$ cat config.mk
export PLATFORM = sky130hd
export DESIGN_NAME = reg_cmd_decoder
export DESIGN_NICKNAME = d
export VERILOG_FILES = /design/src/rtl/reg_cmd_decoder.sv
export SDC_FILE = /design/constraint.sdc
export NUM_CORES = 1
export LEC_CHECK = 0
export ABC_AREA = 1
export BUFFER_PORTS_ARGS = -buffer_cell sky130_fd_sc_hd__buf_2
export CORE_MARGIN = 2
export CORE_UTILIZATION = 55
export DETAILED_ROUTE_END_ITERATION = 6
export PLACE_DENSITY = 0.86
export SLEW_MARGIN = 5
export SYNTH_ARGS = -nofsm -noshare
export SYNTH_HDL_FRONTEND = slang
export SYNTH_SLANG_ARGS = --single-unit
$ cat constraint.sdc
create_clock -name clk -period 1.9 [get_ports clk]
set_input_delay 0.19 -clock clk [delete_from_list [all_inputs] [get_ports clk]]
set_output_delay 0.19 -clock clk [all_outputs]
set_load 0.005 [all_outputs]
$ cat src/rtl/reg_cmd_decoder.sv
// reg_cmd_decoder: framed byte-stream (header, data, checksum) write-command decoder.
// Drives the three-register bank's d/addr for exactly one cycle per good frame and
// parks addr at 2'b11 (no write) at all other times.
module reg_cmd_decoder #(
    parameter int unsigned TIMEOUT = 255
) (
    input  logic       clk,
    input  logic       rst_n,
    input  logic [7:0] in_data,
    input  logic       in_valid,
    output logic       in_ready,
    output logic [7:0] d,
    output logic [1:0] addr,
    output logic       busy,
    output logic [7:0] err_cnt
);

    localparam int unsigned GapW = $clog2(TIMEOUT + 1);
    localparam logic [GapW-1:0] GapMax = GapW'(TIMEOUT);
    localparam logic [1:0] AddrNone = 2'b11;

    typedef enum logic [1:0] {
        StIdle,
        StGotHdr,
        StGotData,
        StCommit
    } state_e;

    state_e          state_q, state_d;
    logic [1:0]      hdr_addr_q, hdr_addr_d;
    logic [7:0]      data_q, data_d;
    logic [GapW-1:0] gap_q, gap_d;
    logic [7:0]      d_q, d_d;
    logic [1:0]      addr_q, addr_d;
    logic [7:0]      err_q, err_d;

    logic            accept;
    logic            hdr_ok;
    logic            csum_ok;
    logic            gap_hit;
    logic            err_inc;
    logic [7:0]      hdr_full;

    // Handshake and status decode from the state register only.
    always_comb begin
        in_ready = (state_q != StCommit);
        busy     = (state_q != StIdle);
    end

    // Byte classification; the header is rebuilt from its only variable field.
    always_comb begin
        accept   = in_valid & in_ready;
        hdr_ok   = (in_data[7:4] == 4'hA) && (in_data[3:2] == 2'b00) &&
                   (in_data[1:0] != 2'b11);
        hdr_full = {4'hA, 2'b00, hdr_addr_q};
        csum_ok  = (in_data == (hdr_full ^ data_q));
        gap_hit  = (gap_q == GapMax);
    end

    // Next-state logic; an accept always takes priority over the gap limit.
    always_comb begin
        state_d    = state_q;
        hdr_addr_d = hdr_addr_q;
        data_d     = data_q;
        gap_d      = gap_q;
        d_d        = d_q;
        addr_d     = AddrNone;
        err_inc    = 1'b0;

        unique case (state_q)
            StIdle: begin
                gap_d = '0;
                if (accept) begin
                    if (hdr_ok) begin
                        hdr_addr_d = in_data[1:0];
                        state_d    = StGotHdr;
                    end else begin
                        err_inc = 1'b1;
                    end
                end
            end
            StGotHdr: begin
                if (accept) begin
                    data_d  = in_data;
                    gap_d   = '0;
                    state_d = StGotData;
                end else if (gap_hit) begin
                    gap_d   = '0;
                    err_inc = 1'b1;
                    state_d = StIdle;
                end else begin
                    gap_d = gap_q + GapW'(1);
                end
            end
            StGotData: begin
                if (accept) begin
                    gap_d = '0;
                    if (csum_ok) begin
                        addr_d  = hdr_addr_q;
                        d_d     = data_q;
                        state_d = StCommit;
                    end else begin
                        err_inc = 1'b1;
                        state_d = StIdle;
                    end
                end else if (gap_hit) begin
                    gap_d   = '0;
                    err_inc = 1'b1;
                    state_d = StIdle;
                end else begin
                    gap_d = gap_q + GapW'(1);
                end
            end
            StCommit: begin
                gap_d   = '0;
                state_d = StIdle;
            end
            default: begin
                gap_d   = '0;
                state_d = StIdle;
            end
        endcase

        err_d = (err_inc && (err_q != 8'hFF)) ? err_q + 8'd1 : err_q;
    end

    // State and registered outputs with synchronous active-low reset.
    always_ff @(posedge clk) begin
        if (!rst_n) begin
            state_q    <= StIdle;
            hdr_addr_q <= 2'b00;
            data_q     <= 8'h00;
            gap_q      <= '0;
            d_q        <= 8'h00;
            addr_q     <= AddrNone;
            err_q      <= 8'h00;
        end else begin
            state_q    <= state_d;
            hdr_addr_q <= hdr_addr_d;
            data_q     <= data_d;
            gap_q      <= gap_d;
            d_q        <= d_d;
            addr_q     <= addr_d;
            err_q      <= err_d;
        end
    end

    assign d       = d_q;
    assign addr    = addr_q;
    assign err_cnt = err_q;

endmodule

==> out/metrics.cfg, run 1 <==
[synth]
syn_area_per_cell_um2 = 7.27
yosys_warnings = 0
syn_area_mm2 = 0.00186
synthCells = 256
seq_area_frac_synth = 0.409
syn_nets = 269
synth-seq-cells = 38
synth_top_cells_by_area = dfxtp_1 41%, nand2_1 10%, a21oi_1 5.9%
synth_cell_types = 27
yosys.area.top_type_share = 0.409
synth_top_area_cell = dfxtp_1

[timing]
worst_slew_margin_rel = 0.667
setup_slack_ps = 269
fin_skew_ps = 11.0
min_period_ps = 1630
rsz0062_at_grt = false
tightest_slew_ps = 498
setup_viol = 0
period_share = 0.858
fmax_mhz = 613
finalHoldViolCount = 0
finalMaxSlewViolations = 0
setup_tns_ps = 0

[grt]
antenna_found_initial = 0
grt_overflow = 0
grt_pass1_vias = 1648
top_usage_layer = met2
met1_usage = 0.240
grt_use_met3 = 0.0453
use_met2 = 0.379
grt_max_degree = 29
grt_usage = 0.212
grt_pass1_wl_um = 6710

[detailed_routing]
drt_iter0_drc = 91
firstDrtPassIters = 4
avgViaCountPerCell = 5.09
antenna_left = 0
post_drt_wl_per_cell_um = 11.0
drt_wl_total_um = 3680
vias = 1705
drc_errors = 0

[worst_setup_path]
path_class = reg -> reg
critPathMaxFanout = 7
required_ps = 2160
critPathLaunchType = flop
cpMostUsedCell = inv_2
crit_chain = ha_1, nand3_1, nor2_2, nand2_2, nor2_4, inv_2, nand2_1, inv_2, a21oi_2, nor2_1
worstPathArrival_ps = 1890
startpoint = err_cnt[0]
cp_slowest_stage_delay_ps = 430
r2r_start = err_cnt[0]
worst_setup_path_end_kind = flop
cpMaxStageDelayCell = dfxtp_1

[clock_tree]
cts_hold_buf = 0
cts_tree = built
ctsHtreeMaxLevel = 2
cts-buffers-inserted = 5
clk_pin_slew_worst_paths_ps = 110
clk_latency_ps = 360
cts.sinks = 38
clockRootBuffer = clkbuf_4
clk_path_buf_depth = 2
cts_setup_buffers = 0
post_cts_resize_count = 0

[pwr]
vdd_drop_max_mv = 0.495
power.density_mw_per_mm2 = 694
p_leak_nw = 0.931

[hold_path]
hp-start = in_data[3]
hold_path.class = in -> reg

[die]
dieHeight_um = 62.2
dieArea_mm2 = 0.00386
io_pins = 31
rows = 21
core_area_mm2 = 0.00328
start_util = 0.566
die-width_um = 62.2

[place]
place.gp.congestion = 0.833
dp_slack_ps = 275
place_hpwl_um = 2670
io_buffers = 30

[layout]
drive_gt1_frac = 0.249
antennaDiodeCount = 0
fin_nets = 301
areaGrowthSynthToFinish_pct = 13.4
n_fill_cell = 296

[outcome]
outcome = finished, final reports clean

[flow_run]
cap_violations = 0

-- through the flow --
step	total power [mW]	hold WS (ps)	utilization	std cells	area [µm²]
2_1_floorplan	0.902	381	-	256	1860
5_1_grt	1.52	145	0.642	335	2110
4_1_cts	1.48	130	0.642	335	2110
3_5_place_dp	0.932	448	0.619	327	2030
3_3_place_gp	0.928	444	0.619	327	2030
6_report	1.46	147	0.642	335	2110
-- logic make-up (layout without fill, tap and decap cells) --
logic type	count (synthesis)	after routing	synth area share
AOI/OAI and AO/OA	52	52	0.159
xor gates and xnor gates	4	4	0.0188
buffers and inverters	40	73	0.0941
and+or+nand+nor	120	120	0.306
DFF	38	38	0.409
adders and majority gates	2	2	0.0134
-- registers in the layout (all words and copies together), names as in the netlist --
register    count
d               8
state_q         2
addr            2
hdr_addr_q      2
data_q          8
gap_q           8
err_cnt         8
-- cells in the final DEF (no fill, tap or decap), types with 3 or more instances in the layout --
master / count
inv_1: 28
nor2_1: 26
o21ai_1: 8
clkbuf_4: 5
nand2_2: 7
nand3_1: 19
nand2_1: 51
buf_2: 30
inv_2: 5
o21ai_0: 12
a21oi_2: 8
dfxtp_1: 38
nor2_2: 6
xor2_1: 3
a21oi_1: 22
-- routing by layer --
layer / part of all wire / routed length, µm / vias to the layer above
met4: 0.024 / 89 / 0
li1: - / - / 884
met2: 0.51 / 1870 / 29
met3: 0.035 / 127 / 10
met5: 0 / 0 / -
met1: 0.43 / 1590 / 782
-- critical path, delay by kind of cell (launching register included) --
family                   cells  cell delay [ps]
AO/OA/AOI/OAI                1              120
adder cells (fa/ha/maj)      1              240
buffers and inverters        2              140
flip-flops                   1              430
AND/OR/NAND/NOR              6              600
-- final cells by class --
cell class	count	area [µm²]	share of cell area
well taps	46	57.6	0.0273
repair buffers	32	165	0.0783
clock inverters	3	40.0	0.0190
flip-flops and latches	38	761	0.361
inverters	33	124	0.0587
multi-input cells	178	925	0.438
clock buffers	5	37.5	0.0178
-- Yosys cell counts, drive strengths merged --
cell type / instances
inv: 33
clkbuf: 3
o21a: 2
nand4: 3
buf: 4
o21ai: 20
nor3: 2
or3: 1
ha: 2
dfxtp: 38
nor2: 34
nand3: 21
nand2: 59
xor2: 3
a21oi: 30
xnor2: 1
-- report_power, final --
| part | switching [mW] | internal [mW] | total [mW] |
|---|---|---|---|
| clock network | 0.276 | 0.272 | 0.549 |
| logic | 0.0627 | 0.0396 | 0.102 |
| registers | 0.00901 | 0.803 | 0.812 |
-- worst paths after layout --
check	end	slack (ps)	depth (start not counted)
min	data_q[3]	150	3
min reg2reg	gap_q[0]	470	1
max reg2reg	err_cnt[5]	270	10
max	err_cnt[5]	270	10
Note: power is estimated with default switching activity, not from simulation.
==> run 2, diff against run 1 <==
--- a/config.mk
+++ b/config.mk
@@ -7,7 +7,7 @@
 export LEC_CHECK = 0
 export ABC_AREA = 1
 export BUFFER_PORTS_ARGS = -buffer_cell sky130_fd_sc_hd__buf_2
-export CORE_MARGIN = 2
+export CORE_MARGIN = 10
 export CORE_UTILIZATION = 55
 export DETAILED_ROUTE_END_ITERATION = 6
 export PLACE_DENSITY = 0.86
==> out/metrics.cfg, run 2 (synthesis results as in run 1) <==
[timing]
period_share = 0.848  ; -0.0103
tightest_slew_ps = 496  ; -2.09 ps
worst_slew_margin_rel = 0.668  ; +0.00140
setup_viol = 0  ; unchanged
rsz0062_at_grt = false
min_period_ps = 1610  ; -19.5 ps
setup_slack_ps = 289  ; +19.5 ps
setup_tns_ps = 0  ; unchanged
fmax_mhz = 621  ; +1.2%
fin_skew_ps = 5.45  ; -5.52 ps
finalMaxSlewViolations = 0  ; unchanged
finalHoldViolCount = 0  ; unchanged

[worst_setup_path]
critPathMaxFanout = 7  ; unchanged
path_class = reg -> reg
r2r_setup_slack_ps = 290  ; +20 ps
r2r-end = err_cnt[5]
worstPathArrival_ps = 1850  ; -40 ps
crit_chain = ha_1, nand3_1, nor2_2, nand2_2, nor2_4, inv_2, nand2_1, inv_2, a21oi_2, nor2_1
cpMostUsedCell = inv_2
cpMaxStageDelayCell = dfxtp_1
rr_worst_depth = 10  ; unchanged
critPathLaunchType = flop
crit_buf_inv = 2  ; unchanged
path_delay_family = simple AND/OR/NAND/NOR gates
worst_setup_path_end_kind = flop
crit_end = err_cnt[5]
r2r_start = err_cnt[0]
startpoint = err_cnt[0]
cp_slowest_stage_delay_ps = 430  ; about the same
required_ps = 2140  ; -20 ps
worst-path-stages = 10  ; unchanged

[detailed_routing]
drc_errors = 0  ; unchanged
drt_iter0_drc = 98  ; +7.7%
avgViaCountPerCell = 4.93  ; -3.1%
post_drt_wl_per_cell_um = 10.8  ; -1.9%
antenna_left = 0  ; unchanged
drt_wl_total_um = 3610  ; -1.9%
firstDrtPassIters = 4  ; unchanged
vias = 1652  ; -3.1%

[hold_path]
hold_path.class = in -> reg

[pwr]
p_clk_frac = 0.324  ; -0.051
switching_share = 0.243  ; +0.00479
net-switching-power_mw = 0.328  ; -5.9%
vdd_drop_max_mv = 0.457  ; -7.6%
p_leak_nw = 0.921  ; -1.0%
cell_internal_pwr_mw = 1.02  ; -8.3%
power.density_mw_per_mm2 = 645  ; -7.0%
power_mw = 1.35  ; -7.8%
p_comb_frac = 0.074  ; +0.004
seq_power_share = 0.602  ; +0.047

[flow_run]
cap_violations = 0  ; unchanged

[clock_tree]
cts_tree = built
cts_setup_buffers = 0  ; unchanged
cts-buffers-inserted = 5  ; unchanged
clk_path_buf_depth = 2  ; unchanged
clk_pin_slew_worst_paths_ps = 110  ; about the same
cts.sinks = 38  ; unchanged
post_cts_resize_count = 0  ; unchanged
ctsHtreeMaxLevel = 2  ; unchanged
clk_latency_ps = 330  ; -30 ps
cts_hold_buf = 0  ; unchanged
clockRootBuffer = clkbuf_4

[layout]
n_fill_cell = 311  ; +5.1%
layout_common_cells = 51 x nand2_1, 38 x dfxtp_1, 30 x buf_2
fin_nets = 301  ; unchanged
drive_gt1_frac = 0.246  ; -0.00346
areaGrowthSynthToFinish_pct = 12.4
fin_cells = 335  ; unchanged
antennaDiodeCount = 0  ; unchanged
final_common_cell = nand2_1
design_area_mm2 = 0.00209  ; -0.83%

[grt]
grt_max_degree = 29  ; unchanged
grt_overflow = 0  ; unchanged
grt_usage = 0.127  ; -0.0849
grt_pass1_wl_um = 6680  ; -0.51%
grt_pass1_vias = 1636  ; -0.73%
antenna_found_initial = 0  ; unchanged

[place]
placed_area_mm2 = 0.00203  ; unchanged
place_hpwl_um = 2740  ; +2.4%
place.gp.congestion = 0.806  ; -3.3%
dp.cells = 327  ; unchanged
dp_slack_ps = 302  ; +27.4 ps
io_buffers = 30  ; unchanged

[die]
rows = 21  ; unchanged
dieArea_mm2 = 0.00611  ; +58%
io_pins = 31  ; unchanged
die-width_um = 78.2  ; +26%
core_area_mm2 = 0.00331  ; +0.80%
start_util = 0.562  ; -0.00450
dieHeight_um = 78.2  ; +26%

[outcome]
outcome = finished, final reports clean

run 2: cell count changes in the layout (fill, tap and decap cells not counted), sizes merged:
| cell | previous run | this run |
|---|---|---|
| bufinv | 1 | 0 |
| clkinv | 2 | 1 |
| clkbuf | 5 | 7 |
run 2: power groups by stage:
stage | registers [mW] | logic (mW) | clock network, mW
6_report | 0.812 | 0.100 | 0.438
5_1_grt | 0.814 | 0.117 | 0.478
4_1_cts | 0.812 | 0.101 | 0.449
3_5_place_dp | 0.830 | 0.101 | 0
3_3_place_gp | 0.830 | 0.0987 | 0
2_1_floorplan | 0.830 | 0.0721 | 0
run 2: cell type report:
type	count	area, µm²	share of cell area
flip-flops and latches	38	761	0.364
clock inverters	1	5.00	0.00239
multi-input cells	178	925	0.442
inverters	33	124	0.0592
clock buffers	7	55.1	0.0263
well taps	46	57.6	0.0275
repair buffers	32	165	0.0789
run 2: how the worst min path moves through the flow:
stage               start            end  slack, ps  depth (start not counted)
6_report       in_data[2]      data_q[2]        160                          3
5_1_grt        in_data[4]      data_q[4]        190                          3
4_1_cts        in_data[2]      data_q[2]        150                          3
3_5_place_dp     gap_q[0]       gap_q[0]        450                          1
3_3_place_gp     gap_q[0]       gap_q[0]        440                          1
2_1_floorplan  in_data[0]  hdr_addr_q[0]        380                          2
run 2: worst reg2reg max path, delay by kind of cell (launching register included):
family,cells,cell delay [ps]
AND/OR/NAND/NOR,6,590
flip-flops,1,430
adder cells (fa/ha/maj),1,240
buffers and inverters,2,130
AO/OA/AOI/OAI,1,110
run 2: layer usage:
layer / vias to the layer above / track usage / part of all wire
met5: - / 0 / 0
met4: 0 / 0.0412 / 0.0069
met3: 4 / 0.0490 / 0.060
met2: 37 / 0.224 / 0.47
met1: 727 / 0.137 / 0.46
li1: 884 / - / -
run 2: stage by stage:
stage / utilization / hold WS [ps]
5_1_grt: 0.632 / 189
3_3_place_gp: 0.614 / 444
4_1_cts: 0.632 / 155
3_5_place_dp: 0.614 / 454
6_report: 0.632 / 160
2_1_floorplan: - / 381
==> run 3, diff against run 2 <==
==> constraint.sdc (replaced) <==
create_clock -name clk -period 1.5 [get_ports clk]
set_input_delay 0.15 -clock clk [delete_from_list [all_inputs] [get_ports clk]]
set_output_delay 0.15 -clock clk [all_outputs]
set_load 0.005 [all_outputs]
==> out/metrics.cfg, run 3 (synthesis results as in run 1) <==
[timing]
period_share = 1.02  ; +0.169
holdWs_ps = 117  ; -43.3 ps
setup_viol = 1  ; +1
setup_slack_ps = -25.9  ; -314 ps
finalMaxSlewViolations = 0  ; unchanged
rsz0062_at_grt = true
fin_skew_ps = 5.34  ; -0.109 ps
setup_tns_ps = -25.9  ; -25.9 ps
finalHoldViolCount = 0  ; unchanged
worst_slew_margin_rel = 0.805  ; +0.137
min_period_ps = 1530  ; -85.5 ps
tightest_slew_ps = 291  ; -205 ps
fmax_mhz = 655  ; +5.6%

[clock_tree]
clk_pin_slew_worst_paths_ps = 110  ; about the same
clockRootBuffer = clkbuf_4
cts_hold_buf = 0  ; unchanged
clk_latency_ps = 350  ; +20 ps
cts_tree = built
ctsHtreeMaxLevel = 2  ; unchanged
clk_path_buf_depth = 2  ; unchanged
cts.sinks = 38  ; unchanged
cts-buffers-inserted = 5  ; unchanged

[detailed_routing]
drt_wl_total_um = 5070  ; +40%
drt_iter0_drc = 144  ; +47%
firstDrtPassIters = 4  ; unchanged
avgViaCountPerCell = 5.19  ; +5.3%
vias = 1853  ; +12%
post_drt_wl_per_cell_um = 14.2  ; +32%
drc_errors = 0  ; unchanged
antenna_left = 0  ; unchanged

[outcome]
outcome = complete, but fails checks
violations = negative setup slack

[layout]
areaGrowthSynthToFinish_pct = 34.6
regArea_um2 = 781  ; +2.6%
layout_common_cells = 45 x nand2_1, 30 x buf_2, 24 x dfxtp_1
antennaDiodeCount = 0  ; unchanged
drive_gt1_frac = 0.434  ; +0.188
final_common_cell = nand2_1
n_fill_cell = 242  ; -22%
multi_input_area_mm2 = 0.00110  ; +19%
fin_cells = 357  ; +6.6%
fin_nets = 325  ; +8.0%
design_area_mm2 = 0.00250  ; +20%

[grt]
grt_pass1_wl_um = 7220  ; +8.2%
grt_pass1_vias = 1743  ; +6.5%
antenna_found_initial = 0  ; unchanged
grt_usage = 0.139  ; +0.0120
grt_overflow = 0  ; unchanged
grt_max_degree = 29  ; unchanged

[die]
rows = 21  ; unchanged
dieHeight_um = 78.2  ; unchanged
die-width_um = 78.2  ; unchanged
dieArea_mm2 = 0.00611  ; unchanged
start_util = 0.562  ; unchanged
core_area_mm2 = 0.00331  ; unchanged
io_pins = 31  ; unchanged

[worst_setup_path]
worstPathArrival_ps = 1780  ; -70 ps
cpMaxStageDelayCell = dfxtp_2
required_ps = 1750  ; -390 ps
worst_setup_path_end_kind = flop
critPathLaunchType = flop
crit_chain = ha_4, nand3_2, nor2_4, nand2_2, nor2_4, inv_4, buf_4, a21oi_2, nor2_1
cpMostUsedCell = nor2_4
cp_slowest_stage_delay_ps = 370  ; -60 ps
path_class = reg -> reg
critPathMaxFanout = 4  ; -3
r2r_setup_slack_ps = -30  ; -310 ps

[place]
place.gp.congestion = 0.822  ; +2.0%
place_hpwl_um = 2870  ; +4.9%
dp.cells = 335  ; +2.4%
placed_area_mm2 = 0.00210  ; +3.6%
io_buffers = 30  ; unchanged

[pwr]
power_mw = 1.74  ; +29%
p_leak_nw = 1.09  ; +18%
vdd_drop_max_mv = 0.503  ; +10%
power.density_mw_per_mm2 = 697  ; +7.9%

[flow_run]
cap_violations = 0  ; unchanged

[hold_path]
hold_path.class = in -> reg

[run 3: cell types whose count changed in the layout (fill, tap and decap cells not counted), sizes merged]
cell	previous run	this run
buf	32	53
clkinv	1	0
nand2	59	60
clkbuf	7	8
[run 3: routing by layer]
| layer | wire length (µm) | share of wire | track usage |
|---|---|---|---|
| met5 | 0 | 0 | 0 |
| met4 | 38 | 0.0075 | 0.0520 |
| met3 | 240 | 0.047 | 0.0501 |
| met2 | 2670 | 0.53 | 0.246 |
| met1 | 2120 | 0.42 | 0.149 |
[run 3: area by class of cell]
cell class	count	share of cell area
multi-input combinational	179	0.440
sequential	38	0.312
timing repair buffer	55	0.154
inverter	33	0.0505
tap	46	0.0230
clock buffer	6	0.0205
[run 3: path summary, 6_finish.rpt]
check,startpoint,to,cells past startpoint
worst max-delay path,err_cnt[0],err_cnt[0],9
worst max register to register,err_cnt[0],err_cnt[0],9
worst min register to register,data_q[1],data_q[1],2
worst min-delay path,in_data[4],data_q[4],3
[run 3: report_power, final]
group,total [mW],leakage (nW),internal (mW),switching (mW)
Clock,0.541,0.0302,0.211,0.329
Sequential,1.03,0.314,1.02,0.0103
Combinational,0.176,0.744,0.0700,0.106
Total,1.74,1.09,1.30,0.446
[run 3: worst max-delay path: cells and delay by family (launching register included)]
kind                       cells  cell delay, ps
AOI/OAI and AO/OA              1             150
adders and majority gates      1             140
and+or+nand+nor                5             550
buffers and inverters          2             220
DFF                            1             370
[run 3: stage by stage]
stage	setup WS, ps	utilization
final	-25.9	0.756
after global routing	-126	0.756
after CTS	3.86	0.659
after detailed placement	-36.6	0.636
after global placement	26.1	0.636
after floorplan	7.80	-
[run 3: what timing repair did]
action                     4_1_cts  5_1_grt
cloned                           1        2
pin swaps                        0       11
gates resized for setup          2       55
setup buffers                    0       13
setup endpoints to repair        8       31
